## config.mk

```make
export PLATFORM = sky130hd
export DESIGN_NAME = control_unit
export DESIGN_NICKNAME = d
export VERILOG_FILES = /design/src/rtl/control_unit_pkg.sv /design/src/rtl/control_unit_decode.sv /design/src/rtl/control_unit.sv
export SDC_FILE = /design/constraint.sdc
export NUM_CORES = 1
export LEC_CHECK = 0
export CAP_MARGIN = 20
export CELL_PAD_IN_SITES_DETAIL_PLACEMENT = 0
export CELL_PAD_IN_SITES_GLOBAL_PLACEMENT = 2
export CORE_UTILIZATION = 23
export CTS_CLUSTER_SIZE = 16
export DETAILED_ROUTE_END_ITERATION = 7
export GPL_TIMING_DRIVEN = 0
export PLACE_DENSITY_LB_ADDON = 0.1
export SETUP_SLACK_MARGIN = 0.5
export SYNTH_ARGS = -nofsm -noshare
export SYNTH_HDL_FRONTEND = slang
export SYNTH_SLANG_ARGS = --single-unit
```

## constraint.sdc

```tcl
create_clock -name clock -period 1.9 [get_ports clock]
set_input_delay 0.38 -clock clock [delete_from_list [all_inputs] [get_ports clock]]
set_output_delay 0.38 -clock clock [all_outputs]
set_load 0.02 [all_outputs]
```

## src/rtl/control_unit_pkg.sv

```systemverilog
// Shared encodings for the multi-cycle control unit: opcodes, ALU/PC selects,
// FSM state encoding and the decoded control bundle.
package control_unit_pkg;

  localparam logic [3:0] OP_AND  = 4'h0;
  localparam logic [3:0] OP_ADD  = 4'h1;
  localparam logic [3:0] OP_SUB  = 4'h2;
  localparam logic [3:0] OP_ANDI = 4'h3;
  localparam logic [3:0] OP_ADDI = 4'h4;
  localparam logic [3:0] OP_LW   = 4'h5;
  localparam logic [3:0] OP_LBU  = 4'h6;
  localparam logic [3:0] OP_LBS  = 4'h7;
  localparam logic [3:0] OP_SW   = 4'h8;
  localparam logic [3:0] OP_BGT  = 4'h9;
  localparam logic [3:0] OP_BLT  = 4'hA;
  localparam logic [3:0] OP_BEQ  = 4'hB;
  localparam logic [3:0] OP_JMP  = 4'hC;
  localparam logic [3:0] OP_CALL = 4'hD;
  localparam logic [3:0] OP_RET  = 4'hE;
  localparam logic [3:0] OP_SV   = 4'hF;

  localparam logic [1:0] ALU_AND = 2'b00;
  localparam logic [1:0] ALU_ADD = 2'b01;
  localparam logic [1:0] ALU_SUB = 2'b10;

  localparam logic [1:0] PC_NEXT = 2'b00;
  localparam logic [1:0] PC_BR   = 2'b01;
  localparam logic [1:0] PC_JMP  = 2'b10;
  localparam logic [1:0] PC_RET  = 2'b11;

  typedef enum logic [2:0] {
    S_IF  = 3'd0,
    S_ID  = 3'd1,
    S_EX  = 3'd2,
    S_MEM = 3'd3,
    S_WB  = 3'd4
  } state_t;

  // Opcode-level controls; strobes here mean "this opcode uses it" and are
  // narrowed to the right stage by the FSM output logic.
  typedef struct packed {
    logic [1:0] pcsrc;
    logic       rb;
    logic       enw1;
    logic       enw2;
    logic       alusrc;
    logic       ext;
    logic       ext_late;  // extender select once the data byte is in flight
    logic [1:0] aluop;
    logic       addaddr;
    logic       adddata;
    logic       memr;
    logic       memw;
    logic       wb;
    logic       mode;
    logic       dst;
    logic       is_br;
  } ctrl_t;

endpackage

```

## src/rtl/control_unit_decode.sv

```systemverilog
// Combinational opcode -> control table. Stage gating lives in control_unit.
module control_unit_decode
  import control_unit_pkg::*;
(
  input  logic [3:0] i_opcode,
  input  logic       i_mode,
  output ctrl_t      o_ctrl
);

  // Opcode table; unlisted fields stay 0
  always_comb begin
    o_ctrl = '0;
    case (i_opcode)
      OP_AND, OP_ADD, OP_SUB: begin
        o_ctrl.aluop = i_opcode[1:0];
        o_ctrl.dst   = 1'b1;
        o_ctrl.enw1  = 1'b1;
      end
      OP_ANDI: begin
        o_ctrl.alusrc = 1'b1;
        o_ctrl.aluop  = ALU_AND;
        o_ctrl.dst    = 1'b1;
        o_ctrl.enw1   = 1'b1;
      end
      OP_ADDI: begin
        o_ctrl.alusrc = 1'b1;
        o_ctrl.ext    = 1'b1;
        o_ctrl.aluop  = ALU_ADD;
        o_ctrl.dst    = 1'b1;
        o_ctrl.enw1   = 1'b1;
      end
      OP_LW, OP_LBU, OP_LBS: begin
        o_ctrl.alusrc = 1'b1;
        o_ctrl.ext    = 1'b1;
        o_ctrl.aluop  = ALU_ADD;
        o_ctrl.memr   = 1'b1;
        o_ctrl.wb     = 1'b1;
        o_ctrl.dst    = 1'b1;
        o_ctrl.enw1   = 1'b1;
        o_ctrl.mode   = (i_opcode != OP_LW);
      end
      OP_SW: begin
        o_ctrl.alusrc = 1'b1;
        o_ctrl.ext    = 1'b1;
        o_ctrl.aluop  = ALU_ADD;
        o_ctrl.rb     = 1'b1;
        o_ctrl.memw   = 1'b1;
      end
      OP_BGT, OP_BLT, OP_BEQ: begin
        o_ctrl.rb    = 1'b1;
        o_ctrl.aluop = ALU_SUB;
        o_ctrl.ext   = 1'b1;
        o_ctrl.mode  = i_mode;
        o_ctrl.is_br = 1'b1;
      end
      OP_JMP: o_ctrl.pcsrc = PC_JMP;
      OP_CALL: begin
        o_ctrl.pcsrc = PC_JMP;
        o_ctrl.enw2  = 1'b1;
      end
      OP_RET: o_ctrl.pcsrc = PC_RET;
      OP_SV: begin
        o_ctrl.addaddr = 1'b1;
        o_ctrl.adddata = 1'b1;
        o_ctrl.memw    = 1'b1;
      end
      default: o_ctrl = '0;
    endcase
    // Address math always sign-extends; only LBu zero-extends the loaded byte
    o_ctrl.ext_late = o_ctrl.ext & (i_opcode != OP_LBU);
  end

endmodule

```

## src/rtl/control_unit.sv

```systemverilog
// Multi-cycle IF/ID/EX/MEM/WB sequencer for the 16-bit RISC core.
module control_unit
  import control_unit_pkg::*;
(
  input  logic       clock,
  input  logic       resetN,
  input  logic [3:0] instructionCode,
  input  logic       zeroFlag,
  input  logic       mode,
  output logic [1:0] sigPCSrc,
  output logic       sigRB,
  output logic       sigENW1,
  output logic       sigENW2,
  output logic       sigALUSrc,
  output logic       sigExt,
  output logic [1:0] sigALUOp,
  output logic       sigAddAddress,
  output logic       sigAddData,
  output logic       sigMemR,
  output logic       sigMemW,
  output logic       sigWB,
  output logic       sigMode,
  output logic       sigDstReg,
  output logic       enIF,
  output logic       enID,
  output logic       enE,
  output logic       enMem,
  output logic       enWRB
);

  state_t     r_state, w_next;
  logic [3:0] r_opcode;
  logic       r_mode;
  ctrl_t      w_dec, w_out;

  control_unit_decode u_decode (
    .i_opcode (r_opcode),
    .i_mode   (r_mode),
    .o_ctrl   (w_dec)
  );

  // State register; opcode/mode captured on the edge leaving IF
  always_ff @(posedge clock or negedge resetN) begin
    if (!resetN) begin
      r_state  <= S_IF;
      r_opcode <= '0;
      r_mode   <= 1'b0;
    end else begin
      r_state <= w_next;
      if (r_state == S_IF) begin
        r_opcode <= instructionCode;
        r_mode   <= mode;
      end
    end
  end

  // Next-state: per-class path, always back to IF after the last stage
  always_comb begin
    w_next = S_IF;
    case (r_state)
      S_IF: w_next = S_ID;
      S_ID: begin
        if (r_opcode >= OP_JMP && r_opcode <= OP_RET) w_next = S_IF;
        else if (r_opcode == OP_SV)                  w_next = S_MEM;
        else                                         w_next = S_EX;
      end
      S_EX: begin
        if (w_dec.is_br)                                  w_next = S_IF;
        else if (r_opcode >= OP_LW && r_opcode <= OP_SW)  w_next = S_MEM;
        else                                              w_next = S_WB;
      end
      S_MEM: w_next = w_dec.memr ? S_WB : S_IF;
      S_WB:  w_next = S_IF;
      default: w_next = S_IF;
    endcase
  end

  // Outputs: stage enables plus decode narrowed to the stage that owns each strobe
  always_comb begin
    w_out = w_dec;
    if (r_state == S_IF) begin
      w_out = '0;
    end else begin
      w_out.enw1 = w_dec.enw1 & (r_state == S_WB);
      w_out.memr = w_dec.memr & (r_state == S_MEM);
      w_out.memw = w_dec.memw & (r_state == S_MEM);
      w_out.enw2 = w_dec.enw2 & (r_state == S_ID);
      if (w_dec.is_br)
        w_out.pcsrc = (r_state == S_EX && zeroFlag) ? PC_BR : PC_NEXT;
      if (r_state == S_MEM || r_state == S_WB)
        w_out.ext = w_dec.ext_late;
    end
    enIF          = (r_state == S_IF);
    enID          = (r_state == S_ID);
    enE           = (r_state == S_EX);
    enMem         = (r_state == S_MEM);
    enWRB         = (r_state == S_WB);
    sigPCSrc      = w_out.pcsrc;
    sigRB         = w_out.rb;
    sigENW1       = w_out.enw1;
    sigENW2       = w_out.enw2;
    sigALUSrc     = w_out.alusrc;
    sigExt        = w_out.ext;
    sigALUOp      = w_out.aluop;
    sigAddAddress = w_out.addaddr;
    sigAddData    = w_out.adddata;
    sigMemR       = w_out.memr;
    sigMemW       = w_out.memw;
    sigWB         = w_out.wb;
    sigMode       = w_out.mode;
    sigDstReg     = w_out.dst;
  end

endmodule

```

==> flow_metrics.tcl, run 1 <==
set metrics [dict create \
    synth_fp_nets 92 \
    numPortBuffers 28 \
    dr.pass1.iters 6 \
    slew_violations 0 \
    num_antenna_cells 0 \
    crit_required_ns 1.52 \
    synth.top_cells.by_area "dfrtp_1, mux2_1, a21oi_1" \
    p_int_mw 2.02 \
    critPathLaunch "r_state[0]$_DFF_PN0_" \
    ant_nets 0 \
    fin_cells 178 \
    synth.most_common_cell "dfrtp_1" \
    critPathSlowestCell "dfrtp_1" \
    fillCellCount 250 \
    endpoint_kind "output pin" \
    grt_max_degree 11 \
    cts.clk_slew.worst_paths_ns 0.05 \
    die-height_microns 56.9 \
    fin_ws_ns -0.0507 \
    status "finished with violations" \
    h-tree-depth 1 \
    ys_warn_count 0 \
    place.gp.congestion 0.700 \
    rows 19 \
    final_area_sq_um 1650 \
    clock-sinks 8 \
    pin_count 29 \
    async_reset_ff_share_pct 100 \
    cts_tree "built" \
    synthesis.area_sq_um 693 \
    synth-edff-count 0 \
    regArea_sq_um 203 \
    avgRoutedWirePerCell_microns 15.5 \
    finalCritPeriodShare_pct 103 \
    synth_top_area_cell "dfrtp_1" \
    maxSlewHeadroom_pct 76.3 \
    crit_type "flip-flop to output pin" \
    fmax_mhz 513 \
    critPathMaxStageDelay_ns 0.37 \
    place_hpwl_microns 1550 \
    ys_ff_latch 8 \
    p_leak_nw 0.734 \
    sw_frac_of_total_pct 43.0 \
    clockBufferDepth 2 \
    violations "design-rule violations, negative setup slack" \
    pre_cts_ws_ns -0.532 \
    critical_path.most_common_cell "buf_6" \
    synthToLayoutAreaGrowth_pct 138 \
    final_util_pct 58.7 \
    grt_antenna_before_repair 0 \
    p_comb_share_pct 86.9 \
    skew_ns 0.00118 \
    placed_area_sq_um 1120 \
    p_seq_share_pct 9.6 \
    synthDominantCellAreaShare_pct 28.9 \
    fin_crit_ns 1.95 \
    cts_buffers 3 \
    clk_latency_ns 0.25 \
    grt_pass1_vias 875 \
    synth_flop_cell "dfrtp_1" \
    grt_pass1_wl_microns 4240 \
    cts_hold_buf 0 \
    synth_common_cells "dfrtp_1, nand2_1, nor2_1" \
    cp_data_arrival_time_ns 1.57 \
    die_area_sq_um 3240 \
    via_per_inst 4.98 \
    synthCells 84 \
    vdd_drop_max_v 0.000901 \
    worstPathCellList "buf_6 -> nor3_4 -> buf_6 -> nand2b_4 -> a2111oi_4 -> buf_4" \
    die_w_microns 56.9 \
    crit_path_start_kind "flip-flop" \
    drc 4 \
    crit_fanout 5 \
    drive_gt1_share_pct 70.1 \
    core_area_sq_um 2810 \
    start_util_pct 24.7 \
    rsz0062_at_grt "yes" \
    synth.yosys.seq_area_share_pct 28.9 \
    ys_types 38 \
    cts_root_buf "clkbuf_4" \
    r2r-start "r_state[0]$_DFF_PN0_" \
    grt.overflow.total 0 \
    wl_microns 2750 \
    worstMarginPinSlew_ns 0.354 \
    critPathBufInv 3 \
    vias 887 \
    nNetsFinal 157 \
    clockPowerShare_pct 3.5 \
    syn_avg_cell_area_sq_um 8.25 \
    setup_violations 9 \
    multi_input_area_sq_um 611 \
    dp.cells 143 \
    power_switching_mw 1.52 \
    grtUsageTotal_pct 17.3 \
    maxCapViolCount 0 \
    worst_hold_path_type "primary input to asynchronous set/reset pin" \
    drt-initial-drc-count 28 \
    cp_top_family "buffers and inverters" \
    finalHoldViolCount 0 \
    pwr_density_cell_nw_per_um2 2150 \
]
[stage by stage]
stage,setup TNS (ns),total power [mW],hold slack [ns]
after floorplan,0,1.54,0.0844
after global placement,-6.16,2.15,0.502
after detailed placement,-5.92,2.14,0.499
after CTS,-0.142,3.35,0.408
after global routing,-0.773,3.72,0.416
final,-0.190,3.54,0.407
[power by group through the flow]
stage	Sequential [mW]	Clock (mW)	Combinational (mW)
2_1_floorplan	0.307	0	1.24
3_3_place_gp	0.331	0	1.81
3_5_place_dp	0.330	0	1.81
4_1_cts	0.338	0.130	2.88
5_1_grt	0.352	0.142	3.23
6_report	0.341	0.124	3.08
[layout by cell type, fill, tap and decap left out, types with 3 or more instances in the layout]
cell type and instances:
buf_12 3, buf_4 21, buf_6 34, clkbuf_4 4, clkdlybuf4s50_1 7, dfrtp_1 6
mux2_4 4, nand2_1 4, nor2_4 3, nor3b_4 3, o21ai_1 4
[state kept, by name, indices dropped and copies added, names as in the netlist]
signal	cells
r_opcode	4
r_state	3
r_mode	1
[cells by family (layout without fill, tap and decap cells)]
logic type             Yosys count  in the layout  synth area share, %
flip-flops                       8              8                 28.9
AND/OR/NAND/NOR                 34             34                 31.4
AO/OA/AOI/OAI                   24             24                 23.8
multiplexers                     4              4                 6.50
buffers and inverters           14             77                 9.38
[routing by layer]
metal | up-vias | wire length, microns | GRT usage [%]
li1 | 431 | - | -
met1 | 420 | 1200 | 21.0
met3 | 4 | 135 | 4.15
met4 | 0 | 42 | 7.32
met5 | - | 0 | 0
met2 | 32 | 1380 | 29.1
[path summary, 6_finish.rpt]
kind	to	slack, ns	cells after the start
setup / recovery	sigPCSrc[0]	-0.05	6
hold / removal	r_opcode[1]$_DFFE_PN0N_	0.41	1
setup reg to reg	r_opcode[0]$_DFFE_PN0N_	-0.01	10
hold reg to reg	r_mode$_DFFE_PN0N_	0.52	1
max in group asynchronous	r_state[1]$_DFF_PN0_	1.21	1
min in group clock	r_mode$_DFFE_PN0N_	0.52	1
[final cells by class]
class / instances / area share, %
plain buffers: 10 / 7.52
clock buffers: 3 / 1.37
inverters: 4 / 1.67
multi-input cells: 62 / 37.1
flip-flops and latches: 8 / 12.3
well taps: 31 / 2.35
repair buffers: 60 / 37.7
[worst register-to-register path: cells and delay by family, from the launching register on]
family                 cells  cell delay (ns)
buffers and inverters      8             0.81
DFF                        1             0.37
muxes                      1             0.30
and+or+nand+nor            1             0.32
[repair_timing]
item                                    CTS  global route
endpoints found under the setup margin   27            28
pin swaps                                18             9
cloned                                    1             0
gates resized for setup                 172            12
buffers inserted                         28             3
Power figures use the tool's default switching activity.
==> run 2: changes to the inputs <==
REMOVE_ABC_BUFFERS = 1   (was not set)
==> flow_metrics.tcl, run 2 (synthesis gave the netlist of run 1 again) <==
set metrics [dict create \
    cts_root_buf "clkbuf_4" \
    wl_microns 2940 \
    crit_path_start_kind "flip-flop" \
    finalCritPeriodShare_pct 104 \
    fin_ws_ns -0.0698 \
    endpoint_kind "output pin" \
    largest_register_ff_count 4 \
    dr.pass1.iters 6 \
    cts.clk_slew.worst_paths_ns 0.06 \
    nNetsFinal 171 \
    rows 19 \
    drive_gt1_share_pct 80.1 \
    clockBufferDepth 2 \
    p_seq_share_pct 10.2 \
    finalPower_mw 3.79 \
    timing.hold.ws_ns 0.408 \
    fin_cells 192 \
    clock-sinks 8 \
    violations "design-rule violations, negative setup slack" \
    grt_antenna_before_repair 0 \
    p_comb_share_pct 86.3 \
    worstMarginPinSlew_ns 0.369 \
    maxCapViolCount 0 \
    crit_fanout 3 \
    p_int_mw 2.18 \
    h-tree-depth 1 \
    drc 2 \
    drt-initial-drc-count 19 \
    ant_nets 0 \
    avgRoutedWirePerCell_microns 15.3 \
    pwr_density_cell_nw_per_um2 2120 \
    grt.overflow.total 0 \
    final_util_pct 63.7 \
    num_antenna_cells 0 \
    top_regs "r_opcode (4), r_state (3), r_mode (1)" \
    grt-busiest-layer "met2" \
    maxSlewHeadroom_pct 75.4 \
    numPortBuffers 28 \
    final_cell_mix "buf_6, buf_4, clkdlybuf4s50_1, dfrtp_2" \
    status "finished with violations" \
    clk_latency_ns 0.25 \
    clockPowerShare_pct 3.4 \
    cts_buffers 3 \
    met3_usage_pct 1.38 \
    die-height_microns 56.9 \
    vias 959 \
    final_common_cell "buf_6" \
    vdd_drop_max_v 0.00113 \
    p_leak_nw 0.801 \
    fin_crit_ns 1.97 \
    grtUsageTotal_pct 16.2 \
    power_switching_mw 1.61 \
    finalHoldViolCount 0 \
    placed_area_sq_um 962 \
    r2r_cells 4 \
    grt_pass1_vias 845 \
    synthToLayoutAreaGrowth_pct 158 \
    grt_pass1_wl_microns 4060 \
    slew_violations 0 \
    cts_hold_buf 0 \
    skew_ns 0.00523 \
    place.gp.congestion 0.674 \
    cp_data_arrival_time_ns 1.59 \
    place_hpwl_microns 1230 \
    setup_violations 10 \
    fin_setup_tns_ns -0.302 \
    rsz0062_at_grt "yes" \
    grt_max_degree 9 \
    crit_required_ns 1.52 \
    cts_tree "built" \
    sw_frac_of_total_pct 42.5 \
    grt_use_met2_pct 28.6 \
    gr-usage-met1_pct 21.8 \
    pre_cts_ws_ns -0.716 \
    pin_count 29 \
    fmax_mhz 508 \
    final_area_sq_um 1790 \
    worst_hold_path_type "primary input to asynchronous set/reset pin" \
    die_area_sq_um 3240 \
    die_w_microns 56.9 \
    dp.cells 133 \
    crit_type "flip-flop to output pin" \
    start_util_pct 24.7 \
    via_per_inst 4.99 \
    max_flop_register "r_opcode" \
    core_area_sq_um 2810 \
]
## run 2: final timing paths
path                            slack [ns]                       to               startpoint
min in group clock                    0.50       r_mode$_DFFE_PN0N_       r_mode$_DFFE_PN0N_
worst max register to register        0.34     r_state[0]$_DFF_PN0_  r_opcode[2]$_DFFE_PN0N_
worst min-delay path                  0.41  r_opcode[2]$_DFFE_PN0N_                   resetN
max in group asynchronous             1.20     r_state[1]$_DFF_PN0_                   resetN
worst min register to register        0.50       r_mode$_DFFE_PN0N_       r_mode$_DFFE_PN0N_
worst max-delay path                 -0.07                sigALUSrc  r_opcode[2]$_DFFE_PN0N_
## run 2: cell type report
class / count / area [sq um]
sequential: 8 / 209
timing repair buffer: 84 / 852
tap: 31 / 38.8
inverter: 4 / 15.0
fill: 218 / 1020
clock buffer: 3 / 22.5
multi-input combinational: 62 / 649
## run 2: power by group through the flow
stage / combinational (mW) / sequential, mW / clock, mW
after CTS: 2.75 / 0.375 / 0.132
after global placement: 1.28 / 0.524 / 0
final: 3.27 / 0.388 / 0.131
after detailed placement: 1.28 / 0.526 / 0
after floorplan: 0.806 / 0.432 / 0
after global routing: 3.42 / 0.399 / 0.144
## run 2: worst max-delay path: stages (launching register included)
cell and delay [ns]:
dfrtp_2 0.41, buf_6 0.13, or4b_4 0.53, a21oi_2 0.12
buf_4 0.14
## run 2: routing by layer
layer / share of wire, % / up-vias
met5: 0 / -
met4: 0.78 / 0
met3: 5.9 / 2
met2: 51 / 38
met1: 42 / 455
li1: - / 464
## run 2: what timing repair did
action,in CTS,in global routing
endpoints found under the hold margin,0,0
pin swaps,15,20
gates resized for setup,177,39
setup buffers,48,8
endpoints found under the setup margin,28,28
